File: src/rtl/wb_single_master.sv
`default_nettype none
// ============================================================================
// Module      : wb_single_master
// Description : Single-outstanding Wishbone classic master with retry,
//               timeout and a valid/ready command/response front end.
// Revision    : 1.0 - initial release
// ============================================================================
module wb_single_master #(
    parameter int WB_ADR_WIDTH   = 3,
    parameter int WB_DAT_WIDTH   = 8,
    parameter int TIMEOUT_CYCLES = 255,
    parameter int RETRY_MAX      = 3
) (
    input  logic                    wb_clk,
    input  logic                    wb_rst_n,
    input  logic                    cmd_valid_i,
    input  logic                    cmd_we_i,
    input  logic [WB_ADR_WIDTH-1:0] cmd_adr_i,
    input  logic [WB_DAT_WIDTH-1:0] cmd_dat_i,
    output logic                    cmd_ready_o,
    output logic                    rsp_valid_o,
    input  logic                    rsp_ready_i,
    output logic [WB_DAT_WIDTH-1:0] rsp_dat_o,
    output logic [1:0]              rsp_status_o,
    output logic [WB_ADR_WIDTH-1:0] wb_adr_o,
    output logic [WB_DAT_WIDTH-1:0] wb_dat_o,
    output logic                    wb_we_o,
    output logic                    wb_cyc_o,
    output logic                    wb_stb_o,
    output logic [2:0]              wb_cti_o,
    output logic [1:0]              wb_bte_o,
    input  logic [WB_DAT_WIDTH-1:0] wb_dat_i,
    input  logic                    wb_ack_i,
    input  logic                    wb_err_i,
    input  logic                    wb_rty_i
);

    localparam int TMO_W = ($clog2(TIMEOUT_CYCLES + 1) > 0) ? $clog2(TIMEOUT_CYCLES + 1) : 1;
    localparam int RTY_W = ($clog2(RETRY_MAX + 1) > 0) ? $clog2(RETRY_MAX + 1) : 1;

    localparam logic [TMO_W-1:0] TMO_LAST  = TMO_W'(TIMEOUT_CYCLES - 1);
    localparam logic [RTY_W-1:0] RTY_LIMIT = RTY_W'(RETRY_MAX);

    localparam logic [1:0] ST_IDLE    = 2'd0;
    localparam logic [1:0] ST_BUS     = 2'd1;
    localparam logic [1:0] ST_BACKOFF = 2'd2;
    localparam logic [1:0] ST_RESP    = 2'd3;

    localparam logic [1:0] STS_OK    = 2'b00;
    localparam logic [1:0] STS_ERR   = 2'b01;
    localparam logic [1:0] STS_TMO   = 2'b10;
    localparam logic [1:0] STS_RTYX  = 2'b11;

    logic [1:0]              state_q,      state_d;
    logic                    cyc_q,        cyc_d;
    logic                    we_q,         we_d;
    logic [WB_ADR_WIDTH-1:0] adr_q,        adr_d;
    logic [WB_DAT_WIDTH-1:0] dat_q,        dat_d;
    logic                    rsp_valid_q,  rsp_valid_d;
    logic [WB_DAT_WIDTH-1:0] rsp_dat_q,    rsp_dat_d;
    logic [1:0]              rsp_status_q, rsp_status_d;
    logic [TMO_W-1:0]        tmo_cnt_q,    tmo_cnt_d;
    logic [RTY_W-1:0]        rty_cnt_q,    rty_cnt_d;

    always_comb begin
        state_d      = state_q;
        cyc_d        = cyc_q;
        we_d         = we_q;
        adr_d        = adr_q;
        dat_d        = dat_q;
        rsp_valid_d  = rsp_valid_q;
        rsp_dat_d    = rsp_dat_q;
        rsp_status_d = rsp_status_q;
        tmo_cnt_d    = tmo_cnt_q;
        rty_cnt_d    = rty_cnt_q;

        case (state_q)
            ST_IDLE: begin
                if (cmd_valid_i) begin
                    we_d      = cmd_we_i;
                    adr_d     = cmd_adr_i;
                    dat_d     = cmd_dat_i;
                    tmo_cnt_d = '0;
                    rty_cnt_d = '0;
                    cyc_d     = 1'b1;
                    state_d   = ST_BUS;
                end
            end
            ST_BUS: begin
                // Slave responses only count while the strobe is asserted.
                if (cyc_q) begin
                    if (wb_ack_i) begin
                        cyc_d        = 1'b0;
                        rsp_dat_d    = we_q ? '0 : wb_dat_i;
                        rsp_status_d = STS_OK;
                        rsp_valid_d  = 1'b1;
                        state_d      = ST_RESP;
                    end else if (wb_err_i) begin
                        cyc_d        = 1'b0;
                        rsp_dat_d    = '0;
                        rsp_status_d = STS_ERR;
                        rsp_valid_d  = 1'b1;
                        state_d      = ST_RESP;
                    end else if (wb_rty_i) begin
                        cyc_d = 1'b0;
                        if (rty_cnt_q < RTY_LIMIT) begin
                            rty_cnt_d = rty_cnt_q + 1'b1;
                            tmo_cnt_d = '0;
                            state_d   = ST_BACKOFF;
                        end else begin
                            rsp_dat_d    = '0;
                            rsp_status_d = STS_RTYX;
                            rsp_valid_d  = 1'b1;
                            state_d      = ST_RESP;
                        end
                    end else if (tmo_cnt_q == TMO_LAST) begin
                        cyc_d        = 1'b0;
                        rsp_dat_d    = '0;
                        rsp_status_d = STS_TMO;
                        rsp_valid_d  = 1'b1;
                        state_d      = ST_RESP;
                    end else begin
                        tmo_cnt_d = tmo_cnt_q + 1'b1;
                    end
                end
            end
            ST_BACKOFF: begin
                cyc_d   = 1'b1;
                state_d = ST_BUS;
            end
            ST_RESP: begin
                if (rsp_ready_i) begin
                    rsp_valid_d = 1'b0;
                    state_d     = ST_IDLE;
                end
            end
            default: state_d = ST_IDLE;
        endcase
    end

    always_ff @(posedge wb_clk or negedge wb_rst_n) begin
        if (!wb_rst_n) begin
            state_q      <= ST_IDLE;
            cyc_q        <= 1'b0;
            we_q         <= 1'b0;
            adr_q        <= '0;
            dat_q        <= '0;
            rsp_valid_q  <= 1'b0;
            rsp_dat_q    <= '0;
            rsp_status_q <= STS_OK;
            tmo_cnt_q    <= '0;
            rty_cnt_q    <= '0;
        end else begin
            state_q      <= state_d;
            cyc_q        <= cyc_d;
            we_q         <= we_d;
            adr_q        <= adr_d;
            dat_q        <= dat_d;
            rsp_valid_q  <= rsp_valid_d;
            rsp_dat_q    <= rsp_dat_d;
            rsp_status_q <= rsp_status_d;
            tmo_cnt_q    <= tmo_cnt_d;
            rty_cnt_q    <= rty_cnt_d;
        end
    end

    assign cmd_ready_o  = (state_q == ST_IDLE);
    assign rsp_valid_o  = rsp_valid_q;
    assign rsp_dat_o    = rsp_dat_q;
    assign rsp_status_o = rsp_status_q;
    assign wb_adr_o     = adr_q;
    assign wb_dat_o     = dat_q;
    assign wb_we_o      = we_q;
    assign wb_cyc_o     = cyc_q;
    assign wb_stb_o     = cyc_q;
    assign wb_cti_o     = 3'b000;
    assign wb_bte_o     = 2'b00;

endmodule
`default_nettype wire

File: config.mk
export PLATFORM = sky130hd
export DESIGN_NAME = wb_single_master
export DESIGN_NICKNAME = d
export VERILOG_FILES = /design/src/rtl/wb_single_master.sv
export SDC_FILE = /design/constraint.sdc
export NUM_CORES = 1
export LEC_CHECK = 0
export BUFFER_PORTS_ARGS = -buffer_cell sky130_fd_sc_hd__buf_2
export CORE_ASPECT_RATIO = 2
export CORE_MARGIN = 2
export CORE_UTILIZATION = 45
export CTS_BUF_LIST = sky130_fd_sc_hd__clkbuf_8
export CTS_CLUSTER_DIAMETER = 150
export DETAILED_ROUTE_END_ITERATION = 8
export PLACE_DENSITY = 0.72
export SLEW_MARGIN = 5
export SYNTH_ARGS = -nofsm -noshare
export SYNTH_HDL_FRONTEND = slang
export SYNTH_SLANG_ARGS = --single-unit
export TNS_END_PERCENT = 20
File: constraint.sdc
create_clock -name wb_clk -period 5.26 [get_ports wb_clk]
set_input_delay 0 -clock wb_clk [delete_from_list [all_inputs] [get_ports wb_clk]]
set_output_delay 0 -clock wb_clk [all_outputs]
set_load 0.02 [all_outputs]
==> Word level (Yosys, flattened, before mapping) <==
Cells that the tools add are included.
{ "word_totals": {"ff_bits": 36, "word_cells": 91} }
{ "classes": {"n_addsub": 2, "order_cmp": 1, "reduce_logical": 12, "mux": 50, "n_eq_ne": 16} }
{ "ops": {"columns": ["cell", "count"], "rows": [
  ["$mux 8", 13],
  ["$mux 2", 18],
  ["$pmux 8 s2", 1],
  ["$mux 1", 14],
  ["$ne 2x2->1 const B", 7],
  ["$reduce_and 7->1", 2],
  ["$ne 5x5->1 const B", 2],
  ["$add 8x1->8 const B", 1],
  ["$eq 8x8->1 const B", 1],
  ["$pmux 2 s4", 1],
  ["$reduce_and 4->1", 2],
  ["$ne 3x3->1 const B", 2],
  ["$reduce_and 5->1", 1],
  ["$eq 2x2->1 const B", 2],
  ["$ne 4x4->1 const B", 1],
  ["$pmux 2 s2", 1],
  ["$reduce_and 2->1", 2],
  ["$reduce_bool 2->1", 2],
  ["$reduce_bool 4->1", 1],
  ["$pmux 1 s3", 1],
  ["$reduce_bool 3->1", 1],
  ["$add 2x1->2 const B", 1],
  ["$eq 2x1->1 const B", 1],
  ["$logic_not 2->1", 1],
  ["2 further kinds", 2]
]} }

==> Logic depth before layout (Yosys ltp) <==
Gate-level depths: netlist of the first run.
{ "depth": {"depth_word": 7, "mapped_depth": 6, "mapped_depth_nobuf": 6} }

==> Worst setup path after synthesis of the first run <==
OpenSTA, ideal clock, no wires.
{ "synth_path": {"path_type": "register to register", "from": "register rty_cnt_q[0]", "to": "register tmo_cnt_q[0]", "slack_ns": 3.253, "period_less_slack_ns": 2.007, "path_stages_with_launch": 6, "arrival_time_ns": 1.882, "setup_ns": 0.125, "cell_sequence": "dfrtp_1 -> ha_1 -> or4b_4 -> a211o_1 -> nand2_1 -> mux2_2"} }
{ "synth_between": {"elab_chain_cells": 3} }
{ "synth_lines": {"columns": ["item", "line", "source"], "rows": [
  ["from (decl)", "63", "logic [RTY_W-1:0] rty_cnt_q, rty_cnt_d;"],
  ["from (signal assigned)", "163", "rty_cnt_q <= rty_cnt_d;"],
  ["$lt 2x2->1", "106", "if (rty_cnt_q < RTY_LIMIT) begin"],
  ["$ne 3x3->1 (no line)", null, null],
  ["$reduce_and 7->1 (no line)", null, null],
  ["to (signal assigned)", "162", "tmo_cnt_q <= tmo_cnt_d;"],
  ["to (decl)", "62", "logic [TMO_W-1:0] tmo_cnt_q, tmo_cnt_d;"]
]} }
Every way passes these cells.
A chain may end at the register's enable or synchronous reset.

==> Final worst setup path of the first run <==
{ "layout_path": {"from": "register rty_cnt_q[0]", "to": "register rsp_status_q[1] (netlist: rsp_status_o[1])"} }
{ "layout_between": {"elab_chain_cells": 3} }
{ "layout_lines": {"columns": ["item", "line", "source"], "rows": [
  ["$lt 2x2->1", "106", null],
  ["$ne 4x4->1 (no line)", null, null],
  ["$reduce_and 4->1 (no line)", null, null],
  ["to (signal assigned)", "161", "rsp_status_q <= rsp_status_d;"],
  ["to (decl)", "61", "logic [1:0] rsp_status_q, rsp_status_d;"]
]} }
Every way passes these cells.

==> out/qor.txt, run 1 <==
Max VDD drop - 0.256 mV
Buf+Inv Stages, Crit Path - 0
Syn. warnings - 0
Finished Cell Area - 2400 sq um
crit-path cells - ha_1 > or4b_4 > and2_1 > nand3_1 > mux2_2
Initial Util - 0.468
CP Capture Type - flop
RePlAce Congestion - 0.909
IO Count - 58
hold buffers post-CTS - 21
Critical Path Max Stage Delay - 520 ps
Inserted Diodes - 0
vias in the first global route - 1517
CTS root buf - clkbuf_8
Fin. Hold Viols - 0
area grow syn2layout - 32.0%
crit path max-delay cell type - or4b_4
critical path fanouts, max - 11
reg2reg setup slack - 2960 ps
Worst-Margin Slew - 790 ps
Gate Count Post-Synth - 170
Post-synth ARST share - 1.00
Final nets - 272
clock slew at reported path FFs - 80 ps
sequential area share after synthesis - 0.495
reg-to-reg endpoint - rsp_status_o[1]$_DFFE_PN0P_
Routed Antenna Nets - 0
GRT overflow - 0
GRT Total Usage - 0.199
H-tree levels - 2
first-pass GRT wire length - 6870 microns
Routed WL - 4100 microns
Worst R2R Path Depth - 5
LEAKAGE - 0.00125 uW
Post-route DRC - 0
setup TNS - 0 ps
chip height - 93.9 microns
initial DRC count - 25
min-delay worst type - input pin to flop
hold slack - 30.4 ps
pin count of the biggest net entering global routing - 37
worst setup margin - 2960 ps
post-DP HPWL - 2870 microns
Most used DFF post-synth - dfrtp_1
hold path startpoint - cmd_valid_i
status - completed
FP Rows - 32
Syn Area/Cell - 10.7 sq um
Pwr Density - 524 nW/um^2
post-synth cell types - 42
hold path depth - 3
Max clock buf depth - 2
detailed-route via count - 1501
register bit total from synthesis - 36
I/O Buffers - 52
worst-case clock skew - 6.47 ps
TritonCTS buffer count - 5
Worst slew margin - 0.473
clock sinks - 36
CP Class - flop to flop
Critical Path RT - 5440 ps
initial antenna violation count - 0
Post-synth EDFFs - 0
Die Footprint - 4600 sq um
Post-Syn Area - 1820 sq um
Critical Path Stages - 5
CP arrival - 2480 ps
Post-Place Setup Slack - 2950 ps
core area - 3880 sq um
max-slew violation count - 0
WHS Endpoint - wb_cyc_o$_DFFE_PN0P_
routed wire length per instance - 14.0 microns
RR Startpoint - rty_cnt_q[0]$_DFFE_PN0P_
# setup viols final - 0
Top delay family on crit path - simple AND/OR/NAND/NOR gates
period utilization - 0.437
Period minus WS final - 2300 ps
Placement Cell Area - 2080 sq um
Die Width - 49.0 microns
post-CTS setup buffers - 0
max frequency - 435 MHz
clk_lat worst skew - 290 ps
Worst Setup Start Kind - flop
MaxCap Viol Count - 0
layout cell share with drive strength beyond 1 - 0.317
drt pass-1 iters - 5
routed vias/inst - 5.11
CTS tree - yes
RSZ-0062 raised after global routing - no
post-CTS resize count - 0
-- cells in the mapped netlist (2+ instances only) --
| cell type | count | area share |
|---|---|---|
| a21oi_1 | 3 | 0.0083 |
| nand2_1 | 20 | 0.041 |
| o211ai_1 | 3 | 0.012 |
| nand3_1 | 6 | 0.017 |
| ha_1 | 3 | 0.021 |
| and2_1 | 2 | 0.0069 |
| nor2_1 | 8 | 0.017 |
| and4_1 | 2 | 0.0096 |
| nor2b_1 | 2 | 0.0069 |
| nand2b_1 | 4 | 0.014 |
| mux2_2 | 15 | 0.093 |
| mux2i_1 | 13 | 0.072 |
| buf_4 | 6 | 0.025 |
| inv_1 | 13 | 0.027 |
| a41oi_1 | 2 | 0.0096 |
| o21ai_0 | 4 | 0.011 |
| dfrtp_1 | 36 | 0.50 |
| buf_2 | 3 | 0.0083 |
| a211o_1 | 2 | 0.0096 |
-- kinds of logic after synthesis --
family / share of synthesized area
AO/OA/AOI/OAI: 0.0984
adder cells (fa/ha/maj): 0.0206
flip-flops: 0.495
buffers and inverters: 0.0701
other: 0.00206
multiplexers: 0.164
AND/OR/NAND/NOR: 0.149
-- layout by cell type, fill, tap and decap left out, types with 2 or more instances in the layout --
master         count
mux2_2            15
ha_1               3
and4_1             2
nor2b_1            2
dfrtp_1           36
nand2_1           20
mux2i_1           13
o211ai_1           3
dlygate4sd3_1     21
a21oi_1            3
nor2_1             8
nand3_1            6
a211o_1            2
o21ai_0            4
a41oi_1            2
and2_1             2
buf_2             52
clkbuf_8           5
inv_1             13
nand2b_1           4
conb_1             5
-- area by class of cell --
class	count	area, sq um
fill	324	1480
multi-input combinational	113	806
inverter	13	48.8
sequential	36	901
timing repair buffer	73	470
clock inverter	3	42.5
tap	51	63.8
clock buffer	5	68.8
-- through the flow --
step	util	power (uW)	cells
global route	0.618	1350	294
global placement	0.535	1000	265
CTS	0.618	1270	294
finish	0.618	1260	294
detailed placement	0.535	1020	265
floorplan	-	851	174
-- how the worst max path moves through the flow --
stage	start	endpoint	slack, ps
floorplan	rty_cnt_q[0]$_DFFE_PN0P_	tmo_cnt_q[0]$_DFFE_PN0P_	3250
global placement	rty_cnt_q[0]$_DFFE_PN0P_	rsp_status_o[1]$_DFFE_PN0P_	2970
detailed placement	rty_cnt_q[0]$_DFFE_PN0P_	rsp_status_o[1]$_DFFE_PN0P_	2950
CTS	rty_cnt_q[0]$_DFFE_PN0P_	rsp_status_o[1]$_DFFE_PN0P_	2920
global route	rty_cnt_q[0]$_DFFE_PN0P_	rsp_status_o[1]$_DFFE_PN0P_	2850
finish	rty_cnt_q[0]$_DFFE_PN0P_	rsp_status_o[1]$_DFFE_PN0P_	2960
-- worst reg2reg max path, delay by kind of cell, from the launching register on --
family	cells	cell delay, ps
adder cells (fa/ha/maj)	1	210
flip-flops	1	390
multiplexers	1	400
AND/OR/NAND/NOR	3	1190
-- registers in the layout, summed over array words and instances (netlist names) --
name	flops
rty_cnt_q	2
wb_dat_o	8
rsp_valid_o	1
state_q	2
rsp_status_o	2
wb_adr_o	3
wb_we_o	1
rsp_dat_o	8
tmo_cnt_q	8
wb_cyc_o	1
-- where the power goes --
group,switching (uW),leakage [uW],internal [uW]
logic,306,0.000743,218
clock network,101,0.0000541,140
registers,95.8,0.000456,397
total,503,0.00125,755
-- routing by layer --
| layer | share of wire | GRT usage |
|---|---|---|
| met5 | 0 | 0 |
| met4 | 0.040 | 0.133 |
| met3 | 0.033 | 0.0334 |
| met2 | 0.55 | 0.370 |
| met1 | 0.37 | 0.197 |
Note: power is estimated with default switching activity, not from simulation.
==> run 2: changes to the inputs <==
Settings changed: PLACE_DENSITY 0.72 to 0.75.
Clock period 5.26 ns to 2.1 ns, I/O delays scaled along.
==> run 2 against run 1 <==
  * Register-to-register slack worse by 2900 ps
  * Design area is 1.4% higher
  * Global-route usage is 0.18 points higher
  * Cell count is 2.4% higher
  * Critical path depth stayed put
  * First-iteration DRC count is 100% higher
  * Sequential power is 140% higher
  * Critical path type unchanged
  * Largest cell class unchanged
==> out/qor.txt, run 2 (synthesis gave the netlist of run 1 again) <==
status - completed (unchanged)
IO Count - 58 (unchanged)
max frequency - 497 MHz (was 435 MHz)
H-tree levels - 2 (unchanged)
initial antenna violation count - 0 (unchanged)
FP Rows - 32 (unchanged)
Die Width - 49.0 microns (unchanged)
period utilization - 0.958 (was 0.437)
pin count of the biggest net entering global routing - 37 (unchanged)
most common cell after layout, fill and taps aside - buf_2 (unchanged)
crit-path cells - ha_1 > or4b_4 > a211o_1 > nand2_1 > mux2_2 (was ha_1 > or4b_4 > and2_1 > nand3_1 > mux2_2)
Fin. Hold Viols - 0 (unchanged)
Inserted Diodes - 0 (unchanged)
Non-Filler Instances - 301 (was 294)
Die Footprint - 4600 sq um (unchanged)
CP Capture Type - flop (unchanged)
Worst-Margin Slew - 800 ps (was 790 ps)
Critical Path Max Stage Delay - 520 ps (about the same)
Worst Setup Start Kind - flop (unchanged)
GRT Total Usage - 0.201 (was 0.199)
most frequent cells in the layout - buf_2 (52), dfrtp_1 (36), dlygate4sd3_1 (21) (unchanged)
Max clock buf depth - 2 (unchanged)
# setup viols final - 0 (unchanged)
clk_lat worst skew - 300 ps (was 290 ps)
MaxCap Viol Count - 0 (unchanged)
Final nets - 279 (was 272)
max-slew violation count - 0 (unchanged)
post-CTS setup buffers - 0 (unchanged)
critical path fanouts, max - 4 (was 11)
Initial Util - 0.468 (unchanged)
TritonCTS buffer count - 5 (unchanged)
CTS tree - yes (unchanged)
vias in the first global route - 1574 (was 1517)
clock sinks - 36 (unchanged)
area grow syn2layout - 33.8% (was 32.0%)
min-delay worst type - input pin to flop (unchanged)
core area - 3880 sq um (unchanged)
chip height - 93.9 microns (unchanged)
Period minus WS final - 2010 ps (was 2300 ps)
Inst Count DP - 272 (was 265)
Total Power - 3140 uW (was 1260 uW)
RSZ-0062 raised after global routing - yes (was no)
GRT overflow - 0 (unchanged)
detailed-route via count - 1527 (was 1501)
CP arrival - 2200 ps (was 2480 ps)
Worst slew margin - 0.467 (was 0.473)
routed wire length per instance - 14.2 microns (was 14.0 microns)
layout cell share with drive strength beyond 1 - 0.336 (was 0.317)
CP Class - flop to flop (unchanged)
LEAKAGE - 0.00128 uW (was 0.00125 uW)
clock slew at reported path FFs - 80 ps (about the same)
RePlAce Congestion - 0.992 (was 0.909)
Routed WL - 4270 microns (was 4100 microns)
CTS root buf - clkbuf_8 (unchanged)
I/O Buffers - 52 (unchanged)
first-pass GRT wire length - 7030 microns (was 6870 microns)
Routed Antenna Nets - 0 (unchanged)
Critical Path RT - 2290 ps (was 5440 ps)
crit path max-delay cell type - or4b_4 (unchanged)
worst-case clock skew - 14.6 ps (was 6.47 ps)
Max VDD drop - 0.919 mV (was 0.256 mV)
initial DRC count - 51 (was 25)
post-DP HPWL - 3000 microns (was 2870 microns)
Post-route DRC - 0 (unchanged)
drt pass-1 iters - 4 (was 5)
routed vias/inst - 5.07 (was 5.11)
Pwr Density - 1290 nW/um^2 (was 524 nW/um^2)
[run 2: cell types whose count changed in the layout (fill, tap and decap cells not counted), sizes merged]
cell      change
buf           +7
bufinv        -1
clkinv        +2
clkinvlp      -1
[run 2: critical path, delay by kind of cell, from the launching register on]
kind | cells | cell delay (ps)
flip-flops | 1 | 390
AO/OA/AOI/OAI | 1 | 340
multiplexers | 1 | 340
AND/OR/NAND/NOR | 2 | 660
adder cells (fa/ha/maj) | 1 | 200
[run 2: final timing paths]
check,cells after the start,start,slack [ps],to
max,5,rty_cnt_q[0]$_DFFE_PN0P_,90,tmo_cnt_q[1]$_DFFE_PN0P_
min,3,cmd_valid_i,40,wb_cyc_o$_DFFE_PN0P_
max reg2reg,5,rty_cnt_q[0]$_DFFE_PN0P_,90,tmo_cnt_q[1]$_DFFE_PN0P_
min reg2reg,2,rty_cnt_q[1]$_DFFE_PN0P_,500,rty_cnt_q[1]$_DFFE_PN0P_
max in group asynchronous,2,wb_rst_n,1250,rsp_status_o[1]$_DFFE_PN0P_
min in group asynchronous,2,wb_rst_n,320,tmo_cnt_q[0]$_DFFE_PN0P_
[run 2: per-layer routing]
layer  vias to the layer above  part of all wire  GRT usage
met5                         -                 0          0
met2                        67              0.55      0.377
met3                        13             0.045     0.0398
met4                         0             0.038      0.119
met1                       707              0.37      0.198
li1                        740                 -          -
[run 2: timing repair]
action | in CTS | in global routing
endpoints found under the hold margin | 56 | 0
resized for setup | 0 | 1
setup endpoints to repair | 0 | 4
hold buffers | 21 | 0
[run 2: where the power goes]
group          internal [uW]  switching, uW  total, uW  leakage [uW]
registers                996            198       1190      0.000456
clock network            231            256        487     0.0000479
logic                    610            845       1450      0.000776
total                   1840           1300       3140       0.00128
[run 2: metrics by stage]
| step | hold slack [ps] | cell area [sq um] | worst slack [ps] | util | setup TNS (ps) |
|---|---|---|---|---|---|
| after floorplan | -296 | 1830 | 93.4 | - | 0 |
| after global placement | 132 | 2130 | 58.8 | 0.549 | 0 |
| after detailed placement | 134 | 2130 | 49.0 | 0.549 | 0 |
| after CTS | 41.4 | 2430 | 32.5 | 0.626 | 0 |
| after global routing | 55.9 | 2430 | -1.95 | 0.627 | -1.95 |
| final | 43.8 | 2430 | 88.2 | 0.627 | 0 |
[run 2: final cells by class]
type / count / area (sq um)
fillers: 324 / 1450
flip-flops and latches: 36 / 901
multi-input cells: 113 / 806
repair buffers: 80 / 527
clock buffers: 5 / 68.8
well taps: 51 / 63.8
inverters: 13 / 48.8
clock inverters: 3 / 18.8
==> run 3: changes to the inputs <==
==> constraint.sdc (replaced) <==
create_clock -name wb_clk -period 2.1 [get_ports wb_clk]
set_input_delay 0.525 -clock wb_clk [delete_from_list [all_inputs] [get_ports wb_clk]]
set_output_delay 0.525 -clock wb_clk [all_outputs]
set_load 0.02 [all_outputs]
==> run 3 against run 2 <==
  * Power is 1.8% lower
  * Combinational power down 4%
  * Cell count decreased by 5.0%
  * Clock power increased by 2%
  * Register-to-register slack lost 20 ps
  * Sequential share of layout area is 2.4 points higher
  * Flip-flop and latch count unchanged
==> out/qor.txt, run 3 (synthesis gave the netlist of run 1 again) <==
period utilization - 0.968 (was 0.958)
area grow syn2layout - 25.7% (was 33.8%)
worst-case clock skew - 8.54 ps (was 14.6 ps)
Worst-Margin Slew - 509 ps (was 800 ps)
status - completed (unchanged)
core area - 3880 sq um (unchanged)
Placement Cell Area - 2170 sq um (was 2130 sq um)
clk_lat worst skew - 280 ps (was 300 ps)
Core Util, Final - 0.589 (was 0.627)
detailed-route via count - 1461 (was 1527)
TritonCTS buffer count - 5 (unchanged)
Max clock buf depth - 2 (unchanged)
Max VDD drop - 0.717 mV (was 0.919 mV)
min-delay worst type - input pin to asynchronous set/reset pin (was input pin to flop)
first-pass GRT wire length - 6180 microns (was 7030 microns)
NetSw - 1240 uW (was 1300 uW)
hold buffers post-CTS - 0 (was 21)
hold slack - 271 ps (was 43.8 ps)
Total Power - 3080 uW (was 3140 uW)
Post-route DRC - 0 (unchanged)
H-tree levels - 2 (unchanged)
setup TNS - 0 ps (unchanged)
clock sinks - 36 (unchanged)
initial antenna violation count - 0 (unchanged)
most common cell after layout, fill and taps aside - buf_2 (unchanged)
critical path fanouts, max - 12 (was 4)
Pwr Density - 1350 nW/um^2 (was 1290 nW/um^2)
post-DP HPWL - 2920 microns (was 3000 microns)
clock power share - 0.161 (was 0.155)
vias in the first global route - 1435 (was 1574)
Critical Path RT - 2310 ps (was 2290 ps)
Worst Setup Start Kind - flop (unchanged)
CP Capture Type - flop (unchanged)
sw frac - 0.404 (was 0.414)
initial DRC count - 21 (was 51)
I/O Buffers - 52 (unchanged)
Period minus WS final - 2030 ps (was 2010 ps)
GRT Total Usage - 0.181 (was 0.201)
routed wire length per instance - 13.3 microns (was 14.2 microns)
IO Count - 58 (unchanged)
max frequency - 492 MHz (was 497 MHz)
Die Footprint - 4600 sq um (unchanged)
Routed WL - 3800 microns (was 4270 microns)
pin count of the biggest net entering global routing - 37 (unchanged)
Routed Antenna Nets - 0 (unchanged)
Worst slew margin - 0.660 (was 0.467)
CP Class - flop to flop (unchanged)
GRT overflow - 0 (unchanged)
Die Width - 49.0 microns (unchanged)
Pint - 1830 uW (was 1840 uW)
RSZ-0062 raised after global routing - yes (unchanged)
layout cell share with drive strength beyond 1 - 0.396 (was 0.336)
most frequent cells in the layout - buf_2 (52), dfrtp_1 (36), nand2_1 (19) (was buf_2 (52), dfrtp_1 (36), dlygate4sd3_1 (21))
reg2reg setup slack - 70 ps (was 90 ps)
routed vias/inst - 5.11 (was 5.07)
RePlAce Congestion - 0.926 (was 0.992)
chip height - 93.9 microns (unchanged)
clock slew at reported path FFs - 70 ps (was 80 ps)
Final nets - 264 (was 279)
max-slew violation count - 0 (unchanged)
Comb pwr share - 0.452 (was 0.464)
CP arrival - 2240 ps (was 2200 ps)
drt pass-1 iters - 4 (unchanged)
Finished Cell Area - 2290 sq um (was 2430 sq um)
LEAKAGE - 0.00122 uW (was 0.00128 uW)
# setup viols final - 0 (unchanged)
MaxCap Viol Count - 0 (unchanged)
Inserted Diodes - 0 (unchanged)
sequential power share - 0.387 (was 0.381)
Initial Util - 0.468 (unchanged)
Fin. Hold Viols - 0 (unchanged)
CTS tree - yes (unchanged)
FP Rows - 32 (unchanged)
CTS root buf - clkbuf_8 (unchanged)
run 3: worst paths after layout:
kind / startpoint / depth (start not counted) / endpoint
min: wb_rst_n / 2 / tmo_cnt_q[1]$_DFFE_PN0P_
min in group wb_clk: cmd_dat_i[7] / 2 / wb_dat_o[7]$_DFFE_PN0P_
max reg2reg: rty_cnt_q[0]$_DFFE_PN0P_ / 6 / tmo_cnt_q[6]$_DFFE_PN0P_
max: rty_cnt_q[0]$_DFFE_PN0P_ / 6 / tmo_cnt_q[6]$_DFFE_PN0P_
min reg2reg: rty_cnt_q[1]$_DFFE_PN0P_ / 2 / rty_cnt_q[1]$_DFFE_PN0P_
max in group asynchronous: wb_rst_n / 2 / rsp_dat_o[2]$_DFFE_PN0P_
run 3: through the flow:
stage	setup WS, ps	cells
3_3_place_gp	-36.6	277
6_report	66.3	286
5_1_grt	-13.0	286
4_1_cts	13.7	285
3_5_place_dp	-49.3	277
2_1_floorplan	93.4	174
run 3: power groups by stage:
stage	Clock [uW]	Combinational (uW)	Sequential [uW]
finish	496	1390	1190
global route	555	1530	1240
CTS	518	1390	1200
detailed placement	0	1380	1210
global placement	0	1360	1200
floorplan	0	667	1460
run 3: layout make-up:
cell class              instances  area, sq um
multi-input cells             113          822
repair buffers                 65          358
clock inverters                 2         10.0
clock buffers                   6         82.6
fillers                       356         1600
well taps                      51         63.8
inverters                      13         48.8
flip-flops and latches         36          901
run 3: timing repair:
| action | 4_1_cts | 5_1_grt |
|---|---|---|
| setup endpoints to repair | 0 | 8 |
| resized for setup | 0 | 3 |
| buffers inserted | 0 | 1 |
run 3: per-layer routing:
metal  share of wire  wire (microns)  global-route usage  vias to the layer above
li1                -               -                   -                      708
met1            0.36            1380               0.172                      698
met2            0.56            2110               0.331                       45
met3           0.041             156              0.0430                       10
met4           0.039             148               0.129                        0
met5               0               0                   0                        -
run 3: worst max-delay path, stage by stage, from the launching register on:
cell	delay, ps
dfrtp_1	380
ha_1	200
or4b_4	520
a211o_4	370
buf_4	180
a21oi_2	130
mux2i_1	180
